$ cat src/rtl/nanov_pkg.sv
// Shared opcode constants, sequencer state type and instruction decode helpers
// for the bit-serial nanoV sequencer.
package nanov_pkg;

  localparam logic [4:0] OPC_OP     = 5'b01100;
  localparam logic [4:0] OPC_OP_IMM = 5'b00100;
  localparam logic [4:0] OPC_STORE  = 5'b01000;
  localparam logic [4:0] OPC_BRANCH = 5'b11000;

  localparam logic [31:0] INSTR_NOP = 32'h0000_0013;

  typedef enum logic {FETCH, EXEC} state_e;

  // Shifts need an extra sweep: the first pass loads the operand and shift amount.
  function automatic logic [1:0] npass(input logic [31:0] instr);
    logic [4:0] opc;
    opc = instr[6:2];
    if ((opc == OPC_OP || opc == OPC_OP_IMM) && instr[13:12] == 2'b01) return 2'd2;
    if (opc == OPC_STORE) return 2'd2;
    return 2'd1;
  endfunction

  function automatic logic is_illegal(input logic [31:0] instr);
    logic [4:0] opc;
    opc = instr[6:2];
    case (opc)
      OPC_OP, OPC_OP_IMM, OPC_STORE: return 1'b0;
      OPC_BRANCH:                    return ~instr[14];
      default:                       return 1'b1;
    endcase
  endfunction

  function automatic logic [31:0] b_imm(input logic [31:0] instr);
    return {{20{instr[31]}}, instr[7], instr[30:25], instr[11:8], 1'b0};
  endfunction

endpackage

$ cat src/rtl/nanov_pc_unit.sv
// Program counter register with sequential (+4) and branch-target (+B-imm) update,
// committed only on the retire edge.
module nanov_pc_unit
  import nanov_pkg::*;
#(
  parameter logic [31:0] RESET_PC = 32'h0000_0000
) (
  input  logic        clk,
  input  logic        rst,
  input  logic        retire,
  input  logic        cond_br,
  input  logic        invert,
  input  logic [31:0] imm,
  input  logic        branch,
  output logic [31:0] pc
);

  logic        taken;
  logic [31:0] pc_next;

  // bge/bgeu invert the slt/sltu result the core delivers on branch.
  assign taken   = cond_br & (branch ^ invert);
  assign pc_next = taken ? pc + imm : pc + 32'd4;

  always_ff @(posedge clk) begin
    if (rst)         pc <= RESET_PC;
    else if (retire) pc <= pc_next;
  end

endmodule

$ cat src/rtl/nanov_sequencer.sv
// Instruction sequencer for the bit-serial nanoV core: accepts instructions, sweeps
// the 0..31 bit counter once per pass and retires with the next PC.
module nanov_sequencer
  import nanov_pkg::*;
#(
  parameter logic [31:0] RESET_PC = 32'h0000_0000
) (
  input  logic        clk,
  input  logic        rst,
  input  logic        fetch_valid,
  input  logic [31:0] fetch_data,
  output logic        fetch_ready,
  input  logic        hold,
  input  logic        branch,
  output logic [31:0] instr,
  output logic [4:0]  counter,
  output logic [1:0]  cycle,
  output logic        exec,
  output logic [31:0] pc,
  output logic        illegal
);

  state_e      state_q, state_d;
  logic [31:0] instr_d;
  logic [4:0]  counter_d;
  logic [1:0]  cycle_d;
  logic        illegal_d;
  logic        retire;
  logic        cond_br;

  assign fetch_ready = (state_q == FETCH);
  assign exec        = (state_q == EXEC);
  assign cond_br     = (instr[6:2] == OPC_BRANCH) & instr[14];

  always_ff @(posedge clk) begin
    if (rst) begin
      state_q <= FETCH;
      instr   <= INSTR_NOP;
      counter <= 5'd0;
      cycle   <= 2'd0;
      illegal <= 1'b0;
    end else begin
      state_q <= state_d;
      instr   <= instr_d;
      counter <= counter_d;
      cycle   <= cycle_d;
      illegal <= illegal_d;
    end
  end

  always_comb begin
    state_d   = state_q;
    instr_d   = instr;
    counter_d = counter;
    cycle_d   = cycle;
    illegal_d = 1'b0;
    retire    = 1'b0;
    case (state_q)
      FETCH: begin
        if (fetch_valid) begin
          instr_d   = fetch_data;
          counter_d = 5'd0;
          cycle_d   = 2'd0;
          state_d   = EXEC;
        end
      end
      EXEC: begin
        if (!hold) begin
          counter_d = counter + 5'd1;
          if (counter == 5'd31) begin
            if (cycle == npass(instr) - 2'd1) begin
              retire    = 1'b1;
              illegal_d = is_illegal(instr);
              cycle_d   = 2'd0;
              state_d   = FETCH;
            end else begin
              cycle_d = cycle + 2'd1;
            end
          end
        end
      end
      default: state_d = FETCH;
    endcase
  end

  nanov_pc_unit #(
    .RESET_PC(RESET_PC)
  ) u_pc (
    .clk    (clk),
    .rst    (rst),
    .retire (retire),
    .cond_br(cond_br),
    .invert (instr[12]),
    .imm    (b_imm(instr)),
    .branch (branch),
    .pc     (pc)
  );

endmodule

$ cat config.mk
export PLATFORM = sky130hd
export DESIGN_NAME = nanov_sequencer
export DESIGN_NICKNAME = d
export VERILOG_FILES = /design/src/rtl/nanov_pkg.sv /design/src/rtl/nanov_pc_unit.sv /design/src/rtl/nanov_sequencer.sv
export SDC_FILE = /design/constraint.sdc
export NUM_CORES = 1
export LEC_CHECK = 0
export BUFFER_PORTS_ARGS = -buffer_cell sky130_fd_sc_hd__buf_2
export CAP_MARGIN = 5
export CELL_PAD_IN_SITES_DETAIL_PLACEMENT = 0
export CELL_PAD_IN_SITES_GLOBAL_PLACEMENT = 1
export CORE_AREA = 2 2 125 127
export CTS_CLUSTER_DIAMETER = 50
export DETAILED_ROUTE_END_ITERATION = 7
export DIE_AREA = 0 0 127 129
export HOLD_SLACK_MARGIN = 0.03
export PLACE_DENSITY = 0.82
export SYNTH_ARGS = -nofsm -noshare
export SYNTH_HDL_FRONTEND = slang
export SYNTH_HIERARCHICAL = 1
export SYNTH_SLANG_ARGS = --single-unit
$ cat constraint.sdc
create_clock -name clk -period 2.51 [get_ports clk]
set_input_delay 0.251 -clock clk [delete_from_list [all_inputs] [get_ports clk]]
set_output_delay 0.251 -clock clk [all_outputs]
set_load 0.01 [all_outputs]
======== Yosys cells after proc, flatten, opt, wreduce, memory -nomap -nowiden ========
Cells that the tools add are included.
storage, ports and cells
  register bits ........................... 73
  output and inout bits ................... 74
  word-level logic and storage cells ...... 70
operators by class
  add/subtract/negate cells ............... 5
  equality and inequality tests ........... 10
  mux-type cells .......................... 35
  bitwise gates (word level) .............. 7
  reductions and logical operators ........ 7
operator list
  kind                                                    number
  adder 32 x 3 -> 32 bit (second input constant)          1
  adder 32 bit                                            1
  2-to-1 mux 32 bit                                       1
  2-to-1 mux 2 bit                                        11
  2-to-1 mux 1 bit                                        17
  equality test 5 x 4 -> 1 bit (second input constant)    2
  equality test 5 bit (second input constant)             2
  2-to-1 mux 5 bit                                        2
  one-hot mux 5 bit (2 select lines)                      1
  adder 5 x 1 -> 5 bit (second input constant)            1
  equality test 5 x 3 -> 1 bit (second input constant)    1
  OR reduction 5 bit                                      1
  inequality test 2 bit (second input constant)           2
  NOT 1 bit                                               4
  one-hot mux 1 bit (2 select lines)                      2
  one-hot mux 2 bit (2 select lines)                      1
  AND reduction 2 bit                                     2
  AND reduction 3 bit                                     1
  OR reduction 3 bit                                      1
  adder 2 x 1 -> 2 bit (second input constant)            1
  bitwise AND 1 bit                                       2
  equality test 2 x 1 -> 1 bit (second input constant)    1
  equality test 2 bit                                     1
  inequality test 2 x 1 -> 1 bit (second input constant)  1
  other kinds (4)                                         4

======== Longest topological paths before layout ========
Gate-level depths: netlist of run 1.
  word-level depth ........................ 22
  mapped depth ............................ 12

======== By module ========
Netlist of run 1, hierarchy kept.
modules (own cells, without submodules)
  module           times used  cells an instance  area an instance (um2)  seq. area each (um2)
  nanov_pc_unit    1           493                3694.8                  640.6
  nanov_sequencer  1           198                1596.5                  820.8

======== Worst setup path before layout of run 1 ========
Ideal clock, no wire load.
  path kind ............................... register -> register
  from .................................... reg instr[31]
  to ...................................... reg u_pc.pc[31]
  data arrival time ....................... 2.719 ns
  required time ........................... 2.387 ns
  slack ................................... -0.333 ns
  stages on the path, launching flop included .. 10
  path buffers ............................ 1
  path through ............................ dfxtp_1 > ha_1 > clkbuf_1 > a211o_1 > a21oi_1 > nand2_1 > a22o_1 > o21a_1 > a211oi_1 > mux2_1
between the ends
  word-level cells in the longest chain between the ends .. 2
RTL lines
  what                      RTL line               RTL
  start: declaration        nanov_sequencer.sv:15  output logic [31:0] instr,
  start signal: assignment  nanov_sequencer.sv:44  instr <= instr_d;
  adder 32 bit              nanov_pc_unit.sv:23    assign pc_next = taken ? pc + imm : pc + 32'd4;
  2-to-1 mux 32 bit         nanov_pc_unit.sv:23
  end signal: assignment    nanov_pc_unit.sv:27    else if (retire) pc <= pc_next;
  end: declaration          nanov_pc_unit.sv:15    output logic [31:0] pc
Every way passes these cells.
A chain may end at the register's enable or synchronous reset.

======== Worst setup path in the final report of run 1 ========
Same ends and word-level chain as after synthesis.

==> summary.md, run 1 <==
| Metric | Value |
|---|---|
| Worst reg2reg startpoint | instr[31] |
| EDFF count, synth | 0 |
| Core Rows | 45 |
| Internal power | ~2.1 mW |
| R2R setup slack | -0.02 ns |
| Post-synth ARST share | 0 |
| GRT busiest layer | met2 |
| Max Transition Viols Final | 0 |
| Gp weighted congestion | between 0.9 and 1 |
| Post-Synthesis Cells | 691 |
| Post-Syn Nets | 763 |
| # diodes | 0 |
| Die Width | 127 um |
| Port bufs | 110 |
| Sequential share of power | 0.415 |
| Status | finished with violations |
| Worst setup EP type | flop |
| Share of cells above drive strength 1 | 0.333 |
| Fmax | approximately 0.40 GHz |
| I/O pin total | 111 |
| Reg-to-Reg End | u_pc/pc[31] |
| Setup Viol. Count Final | 1 |
| Clock insertion delay at the later pin of the skew report | between 0.3 and 0.4 ns |
| Antenna Nets Post-Route | 0 |
| Post-route clock period utilization | 1.01 |
| Routing usage on met3 | 0.0287 |
| Final setup margin | -0.0210 ns |
| Most numerous cell in the Yosys netlist | nand2_1 |
| Detailed Route Iter0 Violations | 332 |
| Max clock buf depth | 2 |
| Worst vdd ir | 0.299 mV |
| Number of global-route vias before repair | 5343 |
| Least-Margin Pin Slew | 0.559 ns |
| Register area share after synthesis | 0.276 |
| Vert. Die Dim | 129 um |
| Initial antenna violation count | 0 |
| PwrDens | 406 nW/um^2 |
| Leakage | 3.31 nW |
| Startpoint type of the worst setup path | flop |
| Failing checks | setup timing |
| First-pass DRT Iterations | 5 |
| Slew margin rel. | 0.618 |
| Hold path start | fetch_data[0] |
| Clock power share | 0.464 |
| Vias | 5790 |
| Max Cap Viol | 0 |
| Total GRT Usage | 0.205 |
| Fin nets | 947 |
| Routed WL | roughly 17000 um |
| FF-to-FF path depth | 11 |
| Ys Warns | 6 |
| DP Area | around 6600 um^2 |
| Hold depth | 3 |
| Fill cells | 1483 |
| Global routing usage on met2 | 0.336 |
| Syn avg cell area | approximately 7.7 um^2 |
| Largest net degree at the start of global routing | 31 |
| CTS Root Cell | clkbuf_16 |
| P&R area growth vs syn | 36.6% |
| Die footprint | between 15000 and 20000 um^2 |
| Post-synthesis cell type count | 83 |
| Minimum clock period | 2.53 ns |
| Hold Path Sink | instr[0] |
| Skew final | 0.00961 ns |
| CP Class | flop to flop |
| DP Worst Slack | -0.0374 ns |
| Design Area, Final | 7230 um^2 |
| DR vias/cell | 5.42 |
| Hpwl dp | 12800 um |
| Most common library cells after synthesis | nand2_1, a21oi_1, dfxtp_1 |
| Final core utilization | 0.483 |
| Hold Violations, Final | 0 |
| CTS tree | done |
| Drt wl/cell | 15.9 um |
| Initial Util | 0.353 |
| Multi-input combinational cell area | 3870 um^2 |
| Hold slack final | 0.111 ns |
| H-Tree Depth | 3 |
| CTS Buf Count | 9 |
| Global-route wire length before repair | 27400 um |
| Sw Share | 0.271 |
| Psw | 795 uW |
| Hold Path Class | input pin to flop |
| Clock Pin Slew Worst Setup and Hold Paths | 0.07 ns |
| DRC | 0 |
| Ys flop type | dfxtp_1 |
| Arrival time worst endpoint | 2.77 ns |
| Critical Path RT | 2.75 ns |
| CTS sink cnt | 73 |
| Register area | 1470 um^2 |
| Yosys reg bits | 73 |
| Synth Cell Area | 5290 um^2 |
| Largest area contributor in the netlist | dfxtp_1 |
| Synth top area cells | dfxtp_1, a21oi_1, ha_1 |
| Max Fanout on Critical Path | 6 |
| Synth top area share | 0.276 |
| Grt ovf | 0 |
| Pwr Total | 2.93 mW |
| Unrepaired setup endpoints after global routing | true |
| Core Box Area | 15000 um^2 |
| Combinational group share of total power | 0.121 |
| Met1 Use GR | 0.285 |
==> area by class of cell <==
| cell class | count | area share |
|---|---|---|
| Sequential cell | 73 | 0.203 |
| Inverter | 15 | 0.00779 |
| Clock inverter | 7 | 0.0116 |
| Timing Repair Buffer | 208 | 0.179 |
| Tap cell | 188 | 0.0325 |
| Clock buffer | 9 | 0.0312 |
| Multi-Input combinational cell | 568 | 0.535 |
==> worst max path at each step <==
stage                from     endpoint  cells past startpoint
2_1_floorplan  counter[0]  u_pc/pc[31]                     12
3_3_place_gp    instr[31]  u_pc/pc[31]                      9
3_5_place_dp    instr[31]  u_pc/pc[31]                      9
4_1_cts         instr[31]  u_pc/pc[31]                     11
5_1_grt         instr[31]  u_pc/pc[31]                     11
6_report        instr[31]  u_pc/pc[31]                     11
==> critical path, stage by stage (launching register included) <==
cell	delay, ns
dfxtp_4	0.37
buf_8	0.15
ha_4	0.28
nand3_4	0.09
or3_4	0.42
nor4_4	0.28
o21ai_4	0.11
a21boi_2	0.15
buf_4	0.12
o21a_1	0.11
a211oi_2	0.05
mux2_4	0.30
==> through the flow <==
step,std cells,TNS [ns]
after global placement,1044,0
after global routing,1068,-0.359
final,1068,-0.0210
after floorplan,691,0
after detailed placement,1044,-0.0374
after CTS,1062,0
==> layout by cell type (no fill, tap or decap), drive strengths merged, types with 3 or more instances in the layout <==
| cell type | synthesis | final |
|---|---|---|
| a22oi | 4 | 4 |
| a211o | 4 | 4 |
| dfxtp | 73 | 73 |
| or3 | 5 | 5 |
| or2 | 3 | 3 |
| nor2 | 52 | 52 |
| nor3 | 15 | 15 |
| xor2 | 11 | 11 |
| a211oi | 12 | 12 |
| nand2b | 4 | 4 |
| nand3b | 5 | 5 |
| and2 | 3 | 3 |
| nand3 | 24 | 24 |
| inv | 15 | 20 |
| a311oi | 3 | 3 |
| nor2b | 6 | 6 |
| and4 | 3 | 3 |
| a2111oi | 7 | 7 |
| o41ai | 3 | 3 |
| nand4 | 12 | 12 |
| a41oi | 3 | 3 |
| clkbuf | 28 | 9 |
| nor4 | 5 | 5 |
| buf | 7 | 208 |
| xnor2 | 13 | 13 |
| a31oi | 10 | 10 |
| and3 | 10 | 10 |
| o21a | 7 | 7 |
| a21o | 24 | 24 |
| nand2 | 113 | 113 |
| ha | 34 | 34 |
| o21bai | 5 | 5 |
| a21oi | 89 | 89 |
| o21ai | 41 | 41 |
==> flip-flops by register name, indices dropped and copies added, names as in the netlist <==
name / flops
illegal: 1
exec: 1
cycle: 2
instr: 32
counter: 5
u_pc/pc: 32
==> cell families (layout without fill, tap and decap cells) <==
family	count (synthesis)	count (layout)	synth area share
AND/OR/NAND/NOR	270	270	0.251
AO/OA/AOI/OAI	234	234	0.295
flip-flops	73	73	0.276
buffers and inverters	50	239	0.0445
adder cells (fa/ha/maj)	35	35	0.0842
XOR/XNOR	24	24	0.0397
multiplexers	4	4	0.00875
other	1	1	0.000709
==> power by group through the flow <==
| stage | clock, mW | sequential, mW | combinational, mW |
|---|---|---|---|
| 2_1_floorplan | 0 | 1.26 | 0.173 |
| 3_3_place_gp | 0 | 1.24 | 0.327 |
| 3_5_place_dp | 0 | 1.24 | 0.329 |
| 4_1_cts | 1.39 | 1.22 | 0.342 |
| 5_1_grt | 1.44 | 1.22 | 0.393 |
| 6_report | 1.36 | 1.22 | 0.354 |
==> metal layers <==
layer	up-vias	part of all wire	wire, um
li1	2903	-	-
met1	2721	0.47	7910
met2	144	0.47	7960
met3	22	0.048	814
met4	0	0.017	292
met5	-	0	0
==> repair_timing <==
action	4_1_cts	5_1_grt
resized for setup	18	26
setup endpoints to repair	3	12
hold buffers	0	0
pin swaps	3	13
buffers inserted	2	6
gates cloned	0	0
(Power assumes the default switching activity.)
==> run 2: changes to the inputs <==
--- a/config.mk
+++ b/config.mk
@@ -15,6 +15,7 @@
 export DIE_AREA = 0 0 127 129
 export HOLD_SLACK_MARGIN = 0.03
 export PLACE_DENSITY = 0.82
+export REMOVE_ABC_BUFFERS = 1
 export SYNTH_ARGS = -nofsm -noshare
 export SYNTH_HDL_FRONTEND = slang
 export SYNTH_HIERARCHICAL = 1
==> summary.md, run 2 (synthesis gave the netlist of run 1 again) <==
| Metric | Value |
|---|---|
| Drt wl/cell | approximately 16 um |
| Total GRT Usage | 0.208 |
| Core Rows | 45 |
| Minimum clock period | 2.58 ns |
| Pwr Total | slightly below 3 mW |
| DP Area | 6700 um^2 |
| Unrepaired setup endpoints after global routing | true |
| Failing checks | setup timing |
| Combinational group share of total power | 0.125 |
| Sw Share | 0.270 |
| Status | finished with violations |
| CP delay by family, top | simple AND/OR/NAND/NOR gates |
| Skew final | about 0.0086 ns |
| Design Area, Final | 7440 um^2 |
| Most frequent cells in the layout | buf_2, nand2_1, buf_4 |
| Leakage | 3.41 nW |
| Gp weighted congestion | 0.924 |
| DRC | 0 |
| Post-route clock period utilization | 1.03 |
| Internal power | 2.17 mW |
| Hpwl dp | 12600 um |
| Detailed Route Iter0 Violations | 379 |
| Slew margin rel. | 0.681 |
| DP Worst Slack | -0.0656 ns |
| R2R setup slack | -0.07 ns |
| Hold depth | 3 |
| Die Width | 127 um |
| Buf+Inv Stages, Crit Path | 1 |
| Psw | 803 uW |
| Antenna Nets Post-Route | 0 |
| Global-route wire length before repair | around 28000 um |
| H-Tree Depth | 3 |
| Clock power share | 0.466 |
| Placed cell count | about 1100 |
| CTS sink cnt | 73 |
| DR vias/cell | 5.38 |
| Slowest library cell on the worst path | or3_4 |
| Regs by FF count | instr: 32 flops, u_pc/pc: 32 flops, counter: 5 flops |
| Die footprint | 16400 um^2 |
| Crit-path cells | buf_12 -> ha_4 -> nand3_4 -> or3_4 -> nor4_4 -> o21ai_2 -> a21boi_2 -> nor3_2 -> a211oi_2 -> mux2_4 |
| Crit-path max cell delay | 0.41 ns |
| Max Cap Viol | 0 |
| FF-to-FF path depth | 10 |
| Startpoint type of the worst setup path | flop |
| Max clock buf depth | 2 |
| Number of global-route vias before repair | 5620 |
| Routed WL | 17300 um |
| Vert. Die Dim | between 100 and 150 um |
| Share of cells above drive strength 1 | 0.364 |
| Hold Violations, Final | 0 |
| # diodes | 0 |
| CP Class | flop to flop |
| Largest net degree at the start of global routing | 44 |
| Grt ovf | 0 |
| I/O pin total | 111 |
| Clock insertion delay at the later pin of the skew report | 0.36 ns |
| First-pass DRT Iterations | 5 |
| Initial antenna violation count | 0 |
| Fin nets | ~960 |
| Worst vdd ir | 0.465 mV |
| CTS tree | done |
| Clock Pin Slew Worst Setup and Hold Paths | 0.06 ns |
| Setup Viol. Count Final | 1 |
| Critical Path RT | 2.75 ns |
| Initial Util | 0.353 |
| WP depth | 10 |
| Hold slack final | 0.102 ns |
| Fmax | 0.387 GHz |
| Hold Path Class | input pin to flop |
| CTS Root Cell | clkbuf_16 |
| Max Transition Viols Final | 0 |
| Least-Margin Pin Slew | 0.467 ns |
| Port bufs | 110 |
| Arrival time worst endpoint | 2.83 ns |
| Finished Layout Cells | 1082 |
| Sequential share of power | 0.409 |
| Core Box Area | 15000 um^2 |
| CTS Buf Count | 9 |
| Vias | 5823 |
| P&R area growth vs syn | 40.7% |
| Worst setup EP type | flop |
| Most common cell after layout, fill and taps aside | buf_2 |
| Max Fanout on Critical Path | 8 |
| Post-CTS Hold Fix Bufs | 0 |
| Final setup margin | -0.0742 ns |
| PwrDens | 399 nW/um^2 |
run 2: worst register-to-register path, delay by kind of cell, from the launching register on:
family	cells	cell delay, ns
simple gates	4	0.83
compound gates	3	0.50
buf+inv	1	0.16
flops	1	0.37
fa+ha+maj	1	0.29
mux	1	0.32
run 2: final cells by class:
type                       count  area, um^2
fill                        1474        7530
multi-input combinational    568        3930
sequential                    73        1470
timing repair buffer         222        1450
clock buffer                  10         239
tap                          188         235
clock inverter                 6        72.6
inverter                      15        56.3
run 2: final timing paths:
path                 endpoint          start
hold / removal       instr[0]  fetch_data[0]
setup reg to reg  u_pc/pc[31]      instr[31]
setup / recovery  u_pc/pc[31]      instr[31]
hold reg to reg     instr[24]      instr[24]
run 2: power groups by stage:
stage | clock [mW] | combinational, mW | sequential (mW)
after floorplan | 0 | 0.147 | 1.26
after global placement | 0 | 0.344 | 1.24
after detailed placement | 0 | 0.343 | 1.24
after CTS | 1.40 | 0.353 | 1.21
after global routing | 1.46 | 0.411 | 1.22
final | 1.38 | 0.373 | 1.22
run 2: timing repair:
| item | in CTS | in global routing |
|---|---|---|
| setup endpoints to repair | 6 | 20 |
| endpoints found under the hold margin | 0 | 0 |
| gates cloned | 0 | 1 |
| gates resized for setup | 14 | 54 |
| pin swaps | 4 | 19 |
| setup buffers | 0 | 9 |
run 2: per-stage QoR:
step	setup TNS (ns)	utilization
after CTS	0	0.475
after global placement	-0.0427	0.447
after floorplan	-52.60	-
final	-0.0742	0.497
after global routing	-0.419	0.497
after detailed placement	-0.110	0.447
run 2: layer usage:
metal  up-vias  track usage  wire (um)
met2       194        0.341       8070
met4         0       0.0601        246
met3        24       0.0590       1250
met1      2682        0.269       7750
met5         -            0          0
li1       2923            -          -
